<file path="src/rtl/req_arb8_if.sv">
// Request/grant bundle between the sources/consumer and the req_arb8 arbiter.
interface req_arb8_if #(
   parameter int unsigned N     = 8,
   parameter int unsigned IDX_W = 3
);
   logic [N-1:0]     req_in;
   logic             en;
   logic             gnt_ack;
   logic [N-1:0]     gnt;
   logic             gnt_valid;
   logic [IDX_W-1:0] gnt_idx;
   logic [N-1:0]     pending;
   logic             req_up;

   // Requesters and grant consumer side.
   modport master (
      output req_in, en, gnt_ack,
      input  gnt, gnt_valid, gnt_idx, pending, req_up
   );

   // Arbiter side.
   modport slave (
      input  req_in, en, gnt_ack,
      output gnt, gnt_valid, gnt_idx, pending, req_up
   );
endinterface

</file>
<file path="src/rtl/req_arb8.sv">
// Rotating-priority request arbiter: sticky pending requests, registered one-hot
// grant held until acknowledged. Out of reset the highest index has top priority.
module req_arb8 #(
   parameter int unsigned N     = 8,
   parameter int unsigned IDX_W = 3
) (
   input logic       i_clock,
   input logic       i_reset,
   req_arb8_if.slave io_bus
);

   typedef enum logic [0:0] {StIdle, StGrant} state_e;

   state_e           r_state;
   logic [N-1:0]     r_pending;
   logic [N-1:0]     r_gnt;
   logic             r_gnt_valid;
   logic [IDX_W-1:0] r_gnt_idx;
   logic [IDX_W-1:0] r_ptr;

   logic             w_ack;
   logic [N-1:0]     w_clr;
   logic [N-1:0]     w_cand;
   logic [N-1:0]     w_pending_next;
   logic [IDX_W-1:0] w_search_ptr;
   logic [IDX_W-1:0] w_win_idx;
   logic             w_win_found;

   // Acknowledge handling, pending next-state and rotating descending search.
   always_comb begin
      logic [IDX_W-1:0] v_idx;
      w_ack          = r_gnt_valid & io_bus.gnt_ack;
      w_clr          = w_ack ? (N'(1) << r_gnt_idx) : '0;
      // The search sees the cleared vector only; fresh req_in waits one edge.
      w_cand         = r_pending & ~w_clr;
      w_pending_next = w_cand | io_bus.req_in;
      // On ack the just-served index drops to lowest priority in this same cycle.
      w_search_ptr   = w_ack ? (r_gnt_idx - IDX_W'(1)) : r_ptr;
      w_win_found    = 1'b0;
      w_win_idx      = '0;
      v_idx          = '0;
      for (int unsigned i = 0; i < N; i++) begin
         v_idx = w_search_ptr - IDX_W'(i);
         if (!w_win_found && w_cand[v_idx]) begin
            w_win_found = 1'b1;
            w_win_idx   = v_idx;
         end
      end
   end

   // Grant FSM with registered outputs, pointer and pending vector.
   always_ff @(posedge i_clock) begin
      if (i_reset) begin
         r_state     <= StIdle;
         r_pending   <= '0;
         r_gnt       <= '0;
         r_gnt_valid <= 1'b0;
         r_gnt_idx   <= '0;
         r_ptr       <= IDX_W'(N - 1);
      end else begin
         r_pending <= w_pending_next;
         unique case (r_state)
            StIdle: begin
               if (io_bus.en && w_win_found) begin
                  r_gnt       <= N'(1) << w_win_idx;
                  r_gnt_idx   <= w_win_idx;
                  r_gnt_valid <= 1'b1;
                  r_state     <= StGrant;
               end else begin
                  r_gnt       <= '0;
                  r_gnt_idx   <= '0;
                  r_gnt_valid <= 1'b0;
               end
            end
            StGrant: begin
               if (w_ack) begin
                  r_ptr <= w_search_ptr;
                  if (io_bus.en && w_win_found) begin
                     r_gnt     <= N'(1) << w_win_idx;
                     r_gnt_idx <= w_win_idx;
                  end else begin
                     r_gnt       <= '0;
                     r_gnt_idx   <= '0;
                     r_gnt_valid <= 1'b0;
                     r_state     <= StIdle;
                  end
               end
            end
            default: r_state <= StIdle;
         endcase
      end
   end

   assign io_bus.gnt       = r_gnt;
   assign io_bus.gnt_valid = r_gnt_valid;
   assign io_bus.gnt_idx   = r_gnt_idx;
   assign io_bus.pending   = r_pending;
   assign io_bus.req_up    = |r_pending;

endmodule

</file>
<file path="src/flat_wrapper.sv">
// flat-port wrapper written by rule: the top's interface ports become plain ports
module req_arb8_flat 
#(
   parameter int unsigned N     = 8,
   parameter int unsigned IDX_W = 3
)
  (i_clock, i_reset, io_bus_req_in, io_bus_en, io_bus_gnt_ack, io_bus_gnt, io_bus_gnt_valid, io_bus_gnt_idx, io_bus_pending, io_bus_req_up);
  req_arb8_if #(.N(N), .IDX_W(IDX_W)) io_bus_i ();
  input logic i_clock;
  input logic i_reset;
  input wire logic [$bits(io_bus_i.req_in)-1:0] io_bus_req_in;
  input wire logic [$bits(io_bus_i.en)-1:0] io_bus_en;
  input wire logic [$bits(io_bus_i.gnt_ack)-1:0] io_bus_gnt_ack;
  output wire logic [$bits(io_bus_i.gnt)-1:0] io_bus_gnt;
  output wire logic [$bits(io_bus_i.gnt_valid)-1:0] io_bus_gnt_valid;
  output wire logic [$bits(io_bus_i.gnt_idx)-1:0] io_bus_gnt_idx;
  output wire logic [$bits(io_bus_i.pending)-1:0] io_bus_pending;
  output wire logic [$bits(io_bus_i.req_up)-1:0] io_bus_req_up;
  assign io_bus_i.req_in = io_bus_req_in;
  assign io_bus_i.en = io_bus_en;
  assign io_bus_i.gnt_ack = io_bus_gnt_ack;
  assign io_bus_gnt = io_bus_i.gnt;
  assign io_bus_gnt_valid = io_bus_i.gnt_valid;
  assign io_bus_gnt_idx = io_bus_i.gnt_idx;
  assign io_bus_pending = io_bus_i.pending;
  assign io_bus_req_up = io_bus_i.req_up;
  req_arb8 #(.N(N), .IDX_W(IDX_W)) u_core (.i_clock(i_clock), .i_reset(i_reset), .io_bus(io_bus_i));
endmodule
</file>
<file path="config.mk">
export PLATFORM = sky130hd
export DESIGN_NAME = req_arb8_flat
export DESIGN_NICKNAME = d
export VERILOG_FILES = /design/src/rtl/req_arb8_if.sv /design/src/rtl/req_arb8.sv /design/src/flat_wrapper.sv
export SDC_FILE = /design/constraint.sdc
export NUM_CORES = 1
export LEC_CHECK = 0
export BUFFER_PORTS_ARGS = -buffer_cell sky130_fd_sc_hd__buf_2
export CORE_ASPECT_RATIO = 1.2
export CORE_MARGIN = 8
export CORE_UTILIZATION = 35
export DETAILED_ROUTE_END_ITERATION = 16
export GPL_ROUTABILITY_DRIVEN = 1
export GPL_TIMING_DRIVEN = 0
export PLACE_DENSITY_LB_ADDON = 0.12
export SYNTH_ARGS = -nofsm -noshare
export SYNTH_HDL_FRONTEND = slang
export SYNTH_SLANG_ARGS = --single-unit
export TNS_END_PERCENT = 5
</file>
<file path="constraint.sdc">
create_clock -name i_clock -period 3.6 [get_ports i_clock]
set_input_delay 0.36 -clock i_clock [delete_from_list [all_inputs] [get_ports i_clock]]
set_output_delay 0.36 -clock i_clock [all_outputs]
set_load 0.03 [all_outputs]
</file>
==> results.py, run 1 <==
metrics = {
    "detailed_routing": {
        "dr.pass1.iters": 4,
        "routedWlPerCell_um": 17.2,
        "ant_nets": 0,
        "drt_iter0_drc": 129,
        "drc": 0,
        "avgViaCountPerCell": 5.55,
        "vias": 2081,
        "routed_wl_um": 6450,
    },
    "global_routing": {
        "first_global_vias": 2020,
        "grt_pass1_wl_um": 10300,
        "antenna_found_initial": 0,
        "grt-ovfl-total": 0,
        "track_usage_pct": 14.4,
        "grt_max_degree": 15,
    },
    "timing": {
        "hold_viol": 0,
        "setup_viol": 0,
        "tightest_slew_ns": 0.665,
        "period_minus_slack_ns": 3.46,
        "fin_crit_sh_pct": 96.2,
        "drv_slew": 0,
        "slew_headroom_pct": 55.7,
        "skew_ns": 0.00754,
        "clock.fmax_ghz": 0.289,
        "whs_ns": 0.309,
    },
    "floorplanning": {
        "dieArea_sq_mm": 0.00896,
        "initial_utilization_pct": 36.0,
        "io_pins": 33,
        "die_w_um": 87.8,
        "core-area_sq_mm": 0.00601,
        "fp-row-count": 31,
        "die-height_um": 102,
    },
    "yosys": {
        "netlist_top_cells_area": "dfxtp_1 (22%), mux4_2 (7.3%), mux2i_1 (6.9%)",
        "syn_area_sq_mm": 0.00216,
        "synth_warnings": 0,
        "synthArstFlopShare_pct": 0,
        "synthCells": 242,
        "syn_nets": 261,
        "syn_avg_cell_area_sq_um": 8.93,
        "seq_area_frac_synth_pct": 22.2,
        "post_synth_num_cell_types": 61,
        "ys.flop_type": "dfxtp_1",
        "yosys_register_bits": 24,
        "synth_edf_count": 0,
        "yosysTopAreaCell": "dfxtp_1",
        "yosysTopAreaCellShare_pct": 22.2,
    },
    "layout": {
        "multi_input_area_sq_mm": 0.00175,
        "regArea_sq_um": 485,
        "nFillCells": 593,
        "final_common_cell": "buf_2",
        "postLayoutCoreUtil_pct": 47.2,
        "area_growth_syn_to_layout_pct": 31.2,
        "final_cell_mix": "buf_2 (34), dfxtp_1 (22), buf_4 (18), nand2_1 (17)",
        "drive_gt1_share_pct": 42.7,
        "nets": 313,
        "antenna_cells": 0,
    },
    "pwr": {
        "switchingPower_uw": 510,
        "p_per_area_mw_per_mm2": 434,
        "p_int_uw": 721,
        "combPwrFrac_pct": 54.9,
        "clkPwrFrac_pct": 19.6,
        "ir_drop_mv": 0.221,
        "swShare_pct": 41.5,
        "p_leak_uw": 0.00111,
        "sequentialPowerShare_pct": 25.5,
    },
    "run_status": {
        "status": "completed",
    },
    "critical_path": {
        "path_cells": "clkinvlp_4, buf_6, mux2i_4, clkinv_4, buf_12, ha_4, inv_2, mux4_2, nor2b_4, o21ai_4, a211oi_4, nand2_1, a32o_2, a32o_1",
        "critPathKind": "flop to flop",
        "crit_path_end_kind": "flop",
        "cp_data_required_time_ns": 3.77,
        "crit_slowest_cell": "a211oi_4",
        "worst_path_largest_cell_delay_ns": 0.48,
        "crit_arrival_ns": 3.64,
        "critPathMaxFanout": 7,
        "start_kind": "flop",
    },
    "clock_network": {
        "clock_latency_ns": 0.27,
        "cts.sinks": 24,
        "cts_buffer_depth": 2,
        "cts_buffers": 3,
        "cts.clk_slew.worst_paths_ns": 0.09,
        "cts_tree": "built",
        "cts_hold_buf": 0,
        "cts_root_buffer": "clkbuf_8",
        "htree_num_levels": 1,
    },
    "placement": {
        "dp_hpwl_um": 4880,
        "io_buffer_count": 32,
        "gp_congestion": 0.791,
    },
    "min_path": {
        "hold_path_class": "input port to flop",
    },
    "flow_run": {
        "drv_cap": 0,
    },
}
-- cells in the mapped netlist, drive strengths merged, types with 4 or more instances --
library cell  count
ha                7
a21oi            17
o211ai           12
dfxtp            24
buf               6
mux2i            17
a32o              6
mux4              7
o21ai            20
inv              16
clkbuf            4
o221ai            5
mux2              8
o31ai             4
nand2            21
nor2             16
xnor2             4
a211oi            4
nor4              4
-- cell type report --
| cell class | count | share of cell area [%] |
|---|---|---|
| plain buffers | 8 | 2.25 |
| clock buffers | 3 | 1.46 |
| clock inverters | 1 | 1.06 |
| inverters | 16 | 2.60 |
| multi-input cells | 192 | 61.6 |
| flip-flops and latches | 24 | 17.1 |
| well taps | 82 | 3.62 |
| repair buffers | 49 | 10.3 |
-- power by group through the flow --
| stage | clock network (uW) | registers [uW] | logic (uW) |
|---|---|---|---|
| 2_1_floorplan | 0 | 355 | 384 |
| 3_3_place_gp | 0 | 319 | 550 |
| 3_5_place_dp | 0 | 319 | 550 |
| 4_1_cts | 253 | 314 | 590 |
| 5_1_grt | 258 | 319 | 730 |
| 6_report | 242 | 314 | 675 |
-- flip-flops by register name (all words and copies together) (netlist names) --
name and flops:
u_core.io_bus.gnt_valid 1, u_core.r_ptr 3, u_core.io_bus.gnt 8, u_core.r_state 1, u_core.io_bus.gnt_idx 3, u_core.io_bus.pending 8
-- critical path: cells and delay by family, from the launching register on --
family                     cells  cell delay [ns]
buffers and inverters          5             0.62
AOI/OAI and AO/OA              4             1.12
muxes                          2             0.61
DFF                            1             0.40
adders and majority gates      1             0.27
and+or+nand+nor                2             0.33
-- cells by family (layout without fill, tap and decap cells) --
family / after synthesis / in the layout / synth area share (%)
multiplexers: 32 / 32 / 20.7
adder cells (fa/ha/maj): 7 / 7 / 4.05
flip-flops: 24 / 24 / 22.2
XOR/XNOR: 7 / 7 / 2.84
buffers and inverters: 26 / 77 / 5.79
AO/OA/AOI/OAI: 91 / 91 / 31.5
AND/OR/NAND/NOR: 55 / 55 / 12.9
-- worst paths after layout --
kind | from | endpoint | slack (ns) | cells after the start
worst max-delay path | u_core.io_bus.gnt_idx[0]$_SDFFE_PP0P_ | u_core.io_bus.gnt[5]$_SDFFE_PP0P_ | 0.14 | 14
worst min-delay path | io_bus_req_in[7] | u_core.io_bus.pending[7]$_SDFF_PP0_ | 0.31 | 3
worst max register to register | u_core.io_bus.gnt_idx[0]$_SDFFE_PP0P_ | u_core.io_bus.gnt[5]$_SDFFE_PP0P_ | 0.14 | 14
worst min register to register | u_core.io_bus.gnt[2]$_SDFFE_PP0P_ | u_core.io_bus.gnt[2]$_SDFFE_PP0P_ | 0.45 | 2
-- repair_timing --
action	CTS	global route
buffers inserted	3	14
setup endpoints to repair	13	12
pin swaps	5	7
resized for setup	17	27
-- per-stage QoR --
| stage | cells | setup TNS (ns) | area, sq um | total power [uW] | setup WS, ns |
|---|---|---|---|---|---|
| floorplan | 242 | 0 | 2160 | 739 | 0.0162 |
| CTS | 362 | 0 | 2590 | 1160 | 0.0198 |
| detailed placement | 356 | -3.80 | 2430 | 869 | -0.364 |
| finish | 375 | 0 | 2840 | 1230 | 0.138 |
| global route | 375 | -0.0437 | 2840 | 1310 | -0.0264 |
| global placement | 356 | -3.60 | 2430 | 869 | -0.337 |
-- per-layer routing --
metal	GRT usage, %	part of all wire [%]
met5	0	0
met3	1.85	2.4
met1	18.1	45
met2	23.8	52
met4	6.37	0.98
Power figures use the tool's default switching activity.
==> run 2, diff against run 1 <==
--- a/config.mk
+++ b/config.mk
@@ -12,6 +12,7 @@
 export DETAILED_ROUTE_END_ITERATION = 16
 export GPL_ROUTABILITY_DRIVEN = 1
 export GPL_TIMING_DRIVEN = 0
+export MAX_ROUTING_LAYER = met4
 export PLACE_DENSITY_LB_ADDON = 0.12
 export SYNTH_ARGS = -nofsm -noshare
 export SYNTH_HDL_FRONTEND = slang
==> results.py, run 2 (same netlist as run 1, synthesis figures left out) <==
metrics = {
    "floorplanning": {
        "dieArea_sq_mm": 0.00896,
        "fp-row-count": 31,
        "die-height_um": 102,
        "die_w_um": 87.8,
        "core-area_sq_mm": 0.00601,
        "initial_utilization_pct": 36.0,
        "io_pins": 33,
    },
    "pwr": {
        "p_per_area_mw_per_mm2": 432,
        "switchingPower_uw": 513,
        "sequentialPowerShare_pct": 25.4,
        "ir_drop_mv": 0.221,
        "combPwrFrac_pct": 55.0,
        "swShare_pct": 41.5,
        "clkPwrFrac_pct": 19.6,
        "p_int_uw": 723,
        "p_leak_uw": 0.00112,
    },
    "detailed_routing": {
        "drc": 0,
        "drt_iter0_drc": 126,
        "routedWlPerCell_um": 17.2,
        "dr.pass1.iters": 4,
        "routed_wl_um": 6500,
        "avgViaCountPerCell": 5.58,
        "ant_nets": 0,
        "vias": 2109,
    },
    "timing": {
        "drv_slew": 0,
        "skew_ns": 0.00678,
        "fin_crit_sh_pct": 96.4,
        "period_minus_slack_ns": 3.47,
        "whs_ns": 0.308,
        "setup_viol": 0,
        "slew_headroom_pct": 56.1,
        "tightest_slew_ns": 0.658,
        "clock.fmax_ghz": 0.288,
        "hold_viol": 0,
        "fin_ws_ns": 0.128,
    },
    "critical_path": {
        "start_kind": "flop",
        "critPathKind": "flop to flop",
        "crit_path_end": "u_core.io_bus.gnt[5]$_SDFFE_PP0P_",
        "rr_startpoint": "u_core.io_bus.gnt_idx[0]$_SDFFE_PP0P_",
        "path_cells": "clkinvlp_4, buf_6, mux2i_4, clkinv_4, buf_12, ha_4, inv_2, mux4_2, nor2b_4, o21ai_4, a211oi_4, nand2_1, a32o_2, a32o_1",
        "crit_slowest_cell": "a211oi_4",
        "critPathBufInv": 5,
        "cp.depth": 14,
        "worst_path_largest_cell_delay_ns": 0.48,
        "critPathTopFamily": "compound AO/OA/AOI/OAI gates",
        "crit_arrival_ns": 3.65,
        "reg2reg_depth": 14,
        "critPathMaxFanout": 7,
        "crit_path_end_kind": "flop",
        "ff2ff_setup_slack_ns": 0.13,
        "cp_data_required_time_ns": 3.78,
        "crit_path_start": "u_core.io_bus.gnt_idx[0]$_SDFFE_PP0P_",
        "timing.rr.end": "u_core.io_bus.gnt[5]$_SDFFE_PP0P_",
    },
    "flow_run": {
        "drv_cap": 0,
    },
    "min_path": {
        "hold_path_class": "input port to flop",
    },
    "clock_network": {
        "cts.sinks": 24,
        "cts_root_buffer": "clkbuf_8",
        "cts_tree": "built",
        "htree_num_levels": 1,
        "cts_buffer_depth": 2,
        "clock_latency_ns": 0.28,
        "cts_hold_buf": 0,
        "cts.clk_slew.worst_paths_ns": 0.09,
        "cts_buffers": 3,
    },
    "global_routing": {
        "grt-ovfl-total": 0,
        "grt_pass1_wl_um": 10300,
        "grt_max_degree": 15,
        "first_global_vias": 2018,
        "antenna_found_initial": 0,
        "track_usage_pct": 14.9,
    },
    "layout": {
        "final_cell_mix": "buf_2 (34), dfxtp_1 (22), buf_4 (21), nand2_1 (17)",
        "antenna_cells": 0,
        "final_common_cell": "buf_2",
        "nets": 316,
        "stdcell_area_sq_mm": 0.00286,
        "drive_gt1_share_pct": 43.2,
        "area_growth_syn_to_layout_pct": 32.2,
    },
    "placement": {
        "gp_congestion": 0.802,
        "dpl-instance-area_sq_mm": 0.00243,
        "dp_hpwl_um": 4880,
        "pre_cts_ws_ns": -0.364,
        "io_buffer_count": 32,
    },
    "run_status": {
        "status": "completed",
    },
}
==> run 2: cell count changes in the layout (fill, tap and decap cells not counted), sizes merged <==
cell and change:
buf +3
==> run 2: final cells by class <==
type,instances,area (sq um)
Fill cell,591,3150
Multi-Input combinational cell,192,1750
Sequential cell,24,485
Timing Repair Buffer,52,314
Tap cell,82,103
Inverter,16,73.8
Buffer,8,63.8
Clock buffer,3,41.3
Clock inverter,1,30.0
==> run 2: stage by stage <==
| step | std cells | setup TNS [ns] | util [%] | total power (uW) |
|---|---|---|---|---|
| 2_1_floorplan | 242 | 0 | - | 739 |
| 4_1_cts | 362 | 0 | 43.1 | 1160 |
| 6_report | 378 | 0 | 47.6 | 1240 |
| 3_5_place_dp | 356 | -3.80 | 40.4 | 869 |
| 3_3_place_gp | 356 | -3.60 | 40.4 | 869 |
| 5_1_grt | 378 | -0.0609 | 47.6 | 1310 |
==> run 2: timing repair <==
action / CTS / global route
setup endpoints to repair: 13 / 12
gates resized for setup: 17 / 27
setup buffers: 3 / 17
pin swaps: 5 / 7
==> run 2: per-layer routing <==
layer | part of all wire (%) | up-vias | wire length [um] | track usage, %
met5 | 0 | - | 0 | -
met4 | 1.4 | 0 | 89 | 6.37
li1 | - | 1048 | - | -
met2 | 51 | 43 | 3340 | 23.8
met1 | 45 | 1010 | 2930 | 18.4
met3 | 2.1 | 8 | 135 | 1.53
==> run 2: tightest hold or removal path: cells and delay by family <==
| kind | cells | cell delay (ns) |
|---|---|---|
| AOI/OAI and AO/OA | 1 | 0.05 |
| buffers and inverters | 2 | 0.13 |
==> run 2: worst min-delay path by stage <==
stage	end	depth (start not counted)	startpoint
floorplan	u_core.r_state$_SDFF_PP0_	1	i_reset
global placement	u_core.io_bus.gnt[2]$_SDFFE_PP0P_	2	u_core.io_bus.gnt[2]$_SDFFE_PP0P_
detailed placement	u_core.io_bus.gnt[2]$_SDFFE_PP0P_	2	u_core.io_bus.gnt[2]$_SDFFE_PP0P_
CTS	u_core.io_bus.pending[5]$_SDFF_PP0_	3	io_bus_req_in[5]
global route	u_core.io_bus.pending[7]$_SDFF_PP0_	3	io_bus_req_in[7]
finish	u_core.io_bus.pending[7]$_SDFF_PP0_	3	io_bus_req_in[7]
==> run 2: power groups by stage <==
stage | clock network [uW] | registers, uW | logic [uW]
detailed placement | 0 | 319 | 550
global route | 258 | 319 | 733
global placement | 0 | 319 | 550
CTS | 253 | 314 | 590
finish | 243 | 314 | 680
floorplan | 0 | 355 | 384
